<file path="src/rtl/clock_ctrl_pkg.sv">
// Shared types and constants for the global clock-gate sequencer and its
// profiling counters.
package clock_ctrl_pkg;

    typedef enum logic [1:0] {
        ST_RUNNING  = 2'd0,
        ST_STOPPING = 2'd1,
        ST_STOPPED  = 2'd2,
        ST_RESUMING = 2'd3
    } gate_state_e;

    localparam int SETTLE_CYCLES_DEFAULT = 3;
    localparam int PROF_CNT_W            = 32;
    localparam int SETTLE_CNT_W          = $clog2(SETTLE_CYCLES_DEFAULT + 1);

    // Width of a down-counter able to hold settle_cycles-1; never below 1 bit.
    function automatic int settle_cnt_width(input int settle_cycles);
        return (settle_cycles < 1) ? 1 : $clog2(settle_cycles + 1);
    endfunction

endpackage

</file>
<file path="src/rtl/clock_gate_controller_prof_counter.sv">
// Profiling counter with synchronous clear (wins over increment) and an
// optional saturate-at-all-ones mode; otherwise it wraps.
module prof_counter
    import clock_ctrl_pkg::*;
#(
    parameter int CNT_W    = PROF_CNT_W,
    parameter bit SATURATE = 1'b0
) (
    input  logic             clk_i,
    input  logic             rst_i,
    input  logic             inc_i,
    input  logic             clear_i,
    output logic [CNT_W-1:0] count_o
);

    localparam logic [CNT_W-1:0] ONE = {{(CNT_W-1){1'b0}}, 1'b1};

    logic [CNT_W-1:0] count_q;
    logic [CNT_W-1:0] count_d;
    logic             at_max;

    assign at_max = &count_q;

    always_comb begin
        count_d = count_q;
        if (clear_i) begin
            count_d = '0;
        end else if (inc_i && !(SATURATE && at_max)) begin
            count_d = count_q + ONE;
        end
    end

    always_ff @(posedge clk_i or posedge rst_i) begin
        if (rst_i) begin
            count_q <= '0;
        end else begin
            count_q <= count_d;
        end
    end

    assign count_o = count_q;

endmodule

</file>
<file path="src/rtl/clock_gate_controller.sv">
// Sequences the active-low CE of the glitchless core clock-gating buffer from
// level stop requests; runs on the free-running source clock.
module clock_gate_controller
    import clock_ctrl_pkg::*;
#(
    parameter int NUM_REQ       = 4,
    parameter int SETTLE_CYCLES = SETTLE_CYCLES_DEFAULT,
    parameter int CNT_W         = PROF_CNT_W
) (
    input  logic               clock,
    input  logic               reset,
    input  logic [NUM_REQ-1:0] stop_req,
    output logic [NUM_REQ-1:0] stop_ack,
    output logic               ce_n,
    output logic               gated,
    input  logic               counter_clear,
    output logic [CNT_W-1:0]   gated_cycles,
    output logic [CNT_W-1:0]   stop_events,
    output logic [1:0]         dbg_state
);

    localparam int            SW          = settle_cnt_width(SETTLE_CYCLES);
    localparam logic [SW-1:0] SETTLE_LOAD = SW'(SETTLE_CYCLES - 1);
    localparam logic [SW-1:0] SETTLE_ONE  = SW'(1);

    localparam logic [1:0] RUNNING  = ST_RUNNING;
    localparam logic [1:0] STOPPING = ST_STOPPING;
    localparam logic [1:0] STOPPED  = ST_STOPPED;
    localparam logic [1:0] RESUMING = ST_RESUMING;

    logic [1:0]         state_q, state_d;
    logic [SW-1:0]      settle_q, settle_d;
    logic               ce_n_q, ce_n_d;
    logic               gated_q, gated_d;
    logic [NUM_REQ-1:0] ack_q, ack_d;
    logic               any_req;
    logic               stop_event;

    assign any_req    = |stop_req;
    assign stop_event = (state_q == RUNNING) && any_req;

    always_comb begin
        state_d  = state_q;
        settle_d = settle_q;
        ce_n_d   = 1'b0;
        ack_d    = '0;
        case (state_q)
            RUNNING: begin
                if (any_req) begin
                    state_d  = STOPPING;
                    settle_d = SETTLE_LOAD;
                    ce_n_d   = 1'b1;
                end
            end
            STOPPING: begin
                ce_n_d = 1'b1;
                if (settle_q == '0) begin
                    if (any_req) begin
                        state_d = STOPPED;
                        ack_d   = stop_req;
                    end else begin
                        // Every requester withdrew while the buffer settled.
                        state_d  = RESUMING;
                        settle_d = SETTLE_LOAD;
                        ce_n_d   = 1'b0;
                    end
                end else begin
                    settle_d = settle_q - SETTLE_ONE;
                end
            end
            STOPPED: begin
                if (any_req) begin
                    ce_n_d = 1'b1;
                    ack_d  = stop_req;
                end else begin
                    state_d  = RESUMING;
                    settle_d = SETTLE_LOAD;
                end
            end
            RESUMING: begin
                if (settle_q == '0) begin
                    state_d = RUNNING;
                end else begin
                    settle_d = settle_q - SETTLE_ONE;
                end
            end
            default: begin
                state_d = RUNNING;
            end
        endcase
    end

    assign gated_d = (state_d != RUNNING);

    // Async reset drops ce_n straight away so the core clock resumes.
    always_ff @(posedge clock or posedge reset) begin
        if (reset) begin
            state_q  <= RUNNING;
            settle_q <= '0;
            ce_n_q   <= 1'b0;
            gated_q  <= 1'b0;
            ack_q    <= '0;
        end else begin
            state_q  <= state_d;
            settle_q <= settle_d;
            ce_n_q   <= ce_n_d;
            gated_q  <= gated_d;
            ack_q    <= ack_d;
        end
    end

    prof_counter #(.CNT_W(CNT_W), .SATURATE(1'b1)) u_gated_cnt (
        .clk_i   (clock),
        .rst_i   (reset),
        .inc_i   (ce_n_q),
        .clear_i (counter_clear),
        .count_o (gated_cycles)
    );

    prof_counter #(.CNT_W(CNT_W), .SATURATE(1'b0)) u_event_cnt (
        .clk_i   (clock),
        .rst_i   (reset),
        .inc_i   (stop_event),
        .clear_i (counter_clear),
        .count_o (stop_events)
    );

    assign ce_n      = ce_n_q;
    assign gated     = gated_q;
    assign stop_ack  = ack_q;
    assign dbg_state = state_q;

endmodule

</file>
<file path="config.mk">
export PLATFORM = sky130hd
export DESIGN_NAME = clock_gate_controller
export DESIGN_NICKNAME = d
export VERILOG_FILES = /design/src/rtl/clock_ctrl_pkg.sv /design/src/rtl/clock_gate_controller_prof_counter.sv /design/src/rtl/clock_gate_controller.sv
export SDC_FILE = /design/constraint.sdc
export NUM_CORES = 1
export LEC_CHECK = 0
export ABC_AREA = 1
export BUFFER_PORTS_ARGS = -buffer_cell sky130_fd_sc_hd__clkbuf_2
export CAP_MARGIN = 0
export CORE_MARGIN = 1.5
export CORE_UTILIZATION = 40
export CTS_BUF_LIST = sky130_fd_sc_hd__clkbuf_4
export CTS_CLUSTER_DIAMETER = 120
export DETAILED_ROUTE_END_ITERATION = 16
export PLACE_DENSITY = 0.71
export RECOVER_POWER = 25
export SYNTH_ARGS = -nofsm -noshare
export SYNTH_HDL_FRONTEND = slang
export SYNTH_SLANG_ARGS = --single-unit
</file>
<file path="constraint.sdc">
create_clock -name clock -period 2 [get_ports clock]
set_clock_uncertainty 0.15 [all_clocks]
set_input_delay 0.1 -clock clock [delete_from_list [all_inputs] [get_ports clock]]
set_output_delay 0.1 -clock clock [all_outputs]
set_load 0.01 [all_outputs]
</file>
==> results.md <==
- Hpwl dp: 9838 µm
- Post-route total power: 0.003821 W
- Setup crit end kind: flop
- Skew-Pair Late Insertion Delay: 450 ps
- CP arrival: 2060 ps
- Number of global-route vias before repair: 4,440
- Max Root-Sink Buffers: 2
- N_diodes: 0
- Setup crit start kind: flop
- Synthesized net count: 741
- Total CTS buffers: 9
- Final slew viol count: 0
- Syn avg cell area: 6.578 µm²
- Initial detailed-routing violation count: 279
- Cell area after placement: 5539 µm²
- Placed insts: 966
- Required @ worst endpoint: 2180 ps
- Core Box Area: 11,520 µm²
- H-tree levels: 3
- Slowest stage delay, CP: 420 ps
- Pwr Density: 664.4 nW/µm²
- Pint: 0.002423 W
- Post-synth top area cell: dfrtp_1
- Setup TNS: 0 ps
- CP bufs+invs: 0
- Detailed Route WL: 13,030 µm
- Vias: 4,987
- Largest net degree at the start of global routing: 30
- Mapped Area: 4776 µm²
- Worst-path maximum fanout: 15
- Hold Violations, Final: 0
- CTS tree: done
- Status: completed
- Pleak: 2.901 nW
- Die height: 112.3 µm
- Non-Filler Instances: 987
- Clk pin slew, worst setup/hold paths: 120 ps
- Total gr overflow: 0
- Max Freq: 532.7 MHz
- CTS Sinks: 74
- Starting Density: 41.47%
- Most used cell, CP: nand2_4
- Post-Synthesis Cells: 726
- IO Port Bufs: 78
- Reg area: 1852 µm²
- Ys Warns: 0
- Die width: 112.3 µm
- First-pass GRT wire length: 21,770 µm
- Setup Viol. Count Final: 0
- Wire length per cell: 13.20 µm
- Initial antenna violation count: 0
- Clock power share: 24.8%
- Rows: 39
- CP cell instances: ha_2 > nand2_2 > nor2_4 > nand2_4 > nor2_8 > nand2_4 > nand2_4 > nand2_4 > nand2_1 > o21ai_0
- Transition time of the tightest slew-check pin: 1219 ps
- Hold WC Path Type: in -> reg
- Total track usage: 21.48%
- Fin nets: 855
- Post-route ant nets: 0
- Final routed DRC violation total: 0
- P_sw: 0.001397 W
- Max-Cap Viols: 0
- Final weighted congestion in routability-driven placement: 0.9185
- Pre-antenna DRT Iters: 7
- Die area: 12,600 µm²
- Area occupied by multi-input gates: 2551 µm²
- Final worst-path cycle share: 93.86%
- Sequential area share after synthesis: 38.77%
- Rel. slew slack: 18.31%
- Largest delay share family, worst path: simple AND/OR/NAND/NOR gates
- Worst vdd rail ir drop: 626.2 µV
- Seq pwr share: 44.9%
- Area Overhead vs Synth: 20.41%
- Num ports: 79
- Critical path's slowest cell: dfrtp_1
- Finished Core Util: 49.93%
- Distinct cells, synth: 31
- Dominant cells by area after synthesis: dfrtp_1, nand2_1, nor2_1
- RSZ-0062 raised after global routing: true
- Post-CTS Setup Inserts: 0
- Synth Register Bits: 74
- Comb pwr share: 30.3%
- Critical path class: reg -> reg
- Net Sw Frac: 36.57%
- Vias per cell: 5.053
- Fillers: 1,195
- Clk root buf: clkbuf_4
- Layout cells sized above 1: 17.30%
- Final instance area: 5751 µm²
- Post-synth top area share: 38.77%
- Final worst path period need: 1877 ps
cells by family after synthesis:
family                   after synthesis  synth area share [%]
buffers and inverters                 98                 8.331
flip-flops                            74                 38.77
AND/OR/NAND/NOR                      472                 41.79
AO/OA/AOI/OAI                         64                 7.179
XOR/XNOR                              10                 1.834
adder cells (fa/ha/maj)                8                 2.096
cells in the final DEF, fill, tap and decap left out, types with 8 or more instances in the layout:
cell and count:
xor2_1 8, inv_1 82, clkbuf_2 77, nand3_1 61, a21oi_1 19, o21ai_0 26
buf_4 30, nor2_1 131, dfrtp_1 74, nand2_1 233, nand4_1 13, clkbuf_4 11
o21ai_1 8
metrics by stage:
| stage | hold WS (ps) | worst slack (ps) |
|---|---|---|
| floorplan | 56.23 | 160.1 |
| global placement | 45.57 | 118.2 |
| detailed placement | 47.80 | 52.16 |
| CTS | 106.8 | 41.64 |
| global route | 254.6 | -33.10 |
| finish | 264.5 | 122.9 |
power by group through the flow:
| stage | clock [W] | combinational (W) | sequential [W] |
|---|---|---|---|
| final | 0.000948 | 0.00116 | 0.00172 |
| after global routing | 0.00103 | 0.00129 | 0.00174 |
| after CTS | 0.000966 | 0.00113 | 0.00171 |
| after detailed placement | 0 | 0.00111 | 0.00174 |
| after global placement | 0 | 0.00111 | 0.00174 |
| after floorplan | 0 | 0.000686 | 0.00178 |
tightest hold or removal path, stage by stage:
cell and delay [ps]:
dlygate4sd3_1 530, clkbuf_2 110, inv_1 50, nor2_1 40
sequential cells by signal, summed over array words and instances, names as in the netlist:
name / count
gated: 1
ce_n: 1
u_gated_cnt.count_o: 32
stop_ack: 4
dbg_state: 2
settle_q: 2
u_event_cnt.count_o: 32
cell usage after synthesis:
master,instances
a31oi_1,3
inv_1,83
nand2_4,3
buf_6,3
xnor2_1,2
inv_2,1
dfrtp_1,74
o21ai_0,26
xor2_1,8
o21bai_1,4
clkbuf_1,5
nor3_1,8
o21ai_1,8
o22ai_1,1
a211oi_1,1
nor2_1,132
a21oi_1,19
nand3_1,61
o31ai_1,1
nor3b_1,2
nand3b_1,5
ha_1,8
and3_1,1
a22oi_1,1
nand4_1,13
nand2_2,5
nor2_4,2
nor2_8,1
nor2_2,4
buf_2,6
nand2_1,235
layer usage:
layer  track usage (%)  wire length, µm  vias up
met4             7.089              277        0
met5                 0                0        -
met1             30.84             6363     2306
met3             4.752              764       25
met2             32.27             5621      144
li1                  -                -     2512
what timing repair did:
item,4_1_cts,5_1_grt
hold buffers,6,0
resized for setup,0,8
hold endpoints to repair,95,0
endpoints found under the setup margin,0,33
cell type report:
class	instances	share of cell area, %
Multi-Input combinational cell	554	44.36
Timing Repair Buffer	117	12.62
Sequential cell	74	32.20
Tap cell	143	3.111
Clock inverter	4	0.7615
Clock buffer	11	1.436
Inverter	84	5.505
worst paths after layout:
kind                                                    start                             endpoint  slack (ps)  cells past startpoint
hold reg to reg            u_event_cnt.count_o[4]$_DFFE_PP0P_   u_event_cnt.count_o[4]$_DFFE_PP0P_         380                      1
max in group asynchronous                               reset  u_gated_cnt.count_o[14]$_DFFE_PP0P_         750                      4
min in group asynchronous                               reset   u_event_cnt.count_o[6]$_DFFE_PP0P_         270                      3
setup reg to reg           u_gated_cnt.count_o[1]$_DFFE_PP0P_   u_gated_cnt.count_o[4]$_DFFE_PP0P_         120                     10
hold / removal                                    stop_req[3]                stop_ack[3]$_DFF_PP0_         260                      4
setup / recovery           u_gated_cnt.count_o[1]$_DFFE_PP0P_   u_gated_cnt.count_o[4]$_DFFE_PP0P_         120                     10
Power figures use the tool's default switching activity.
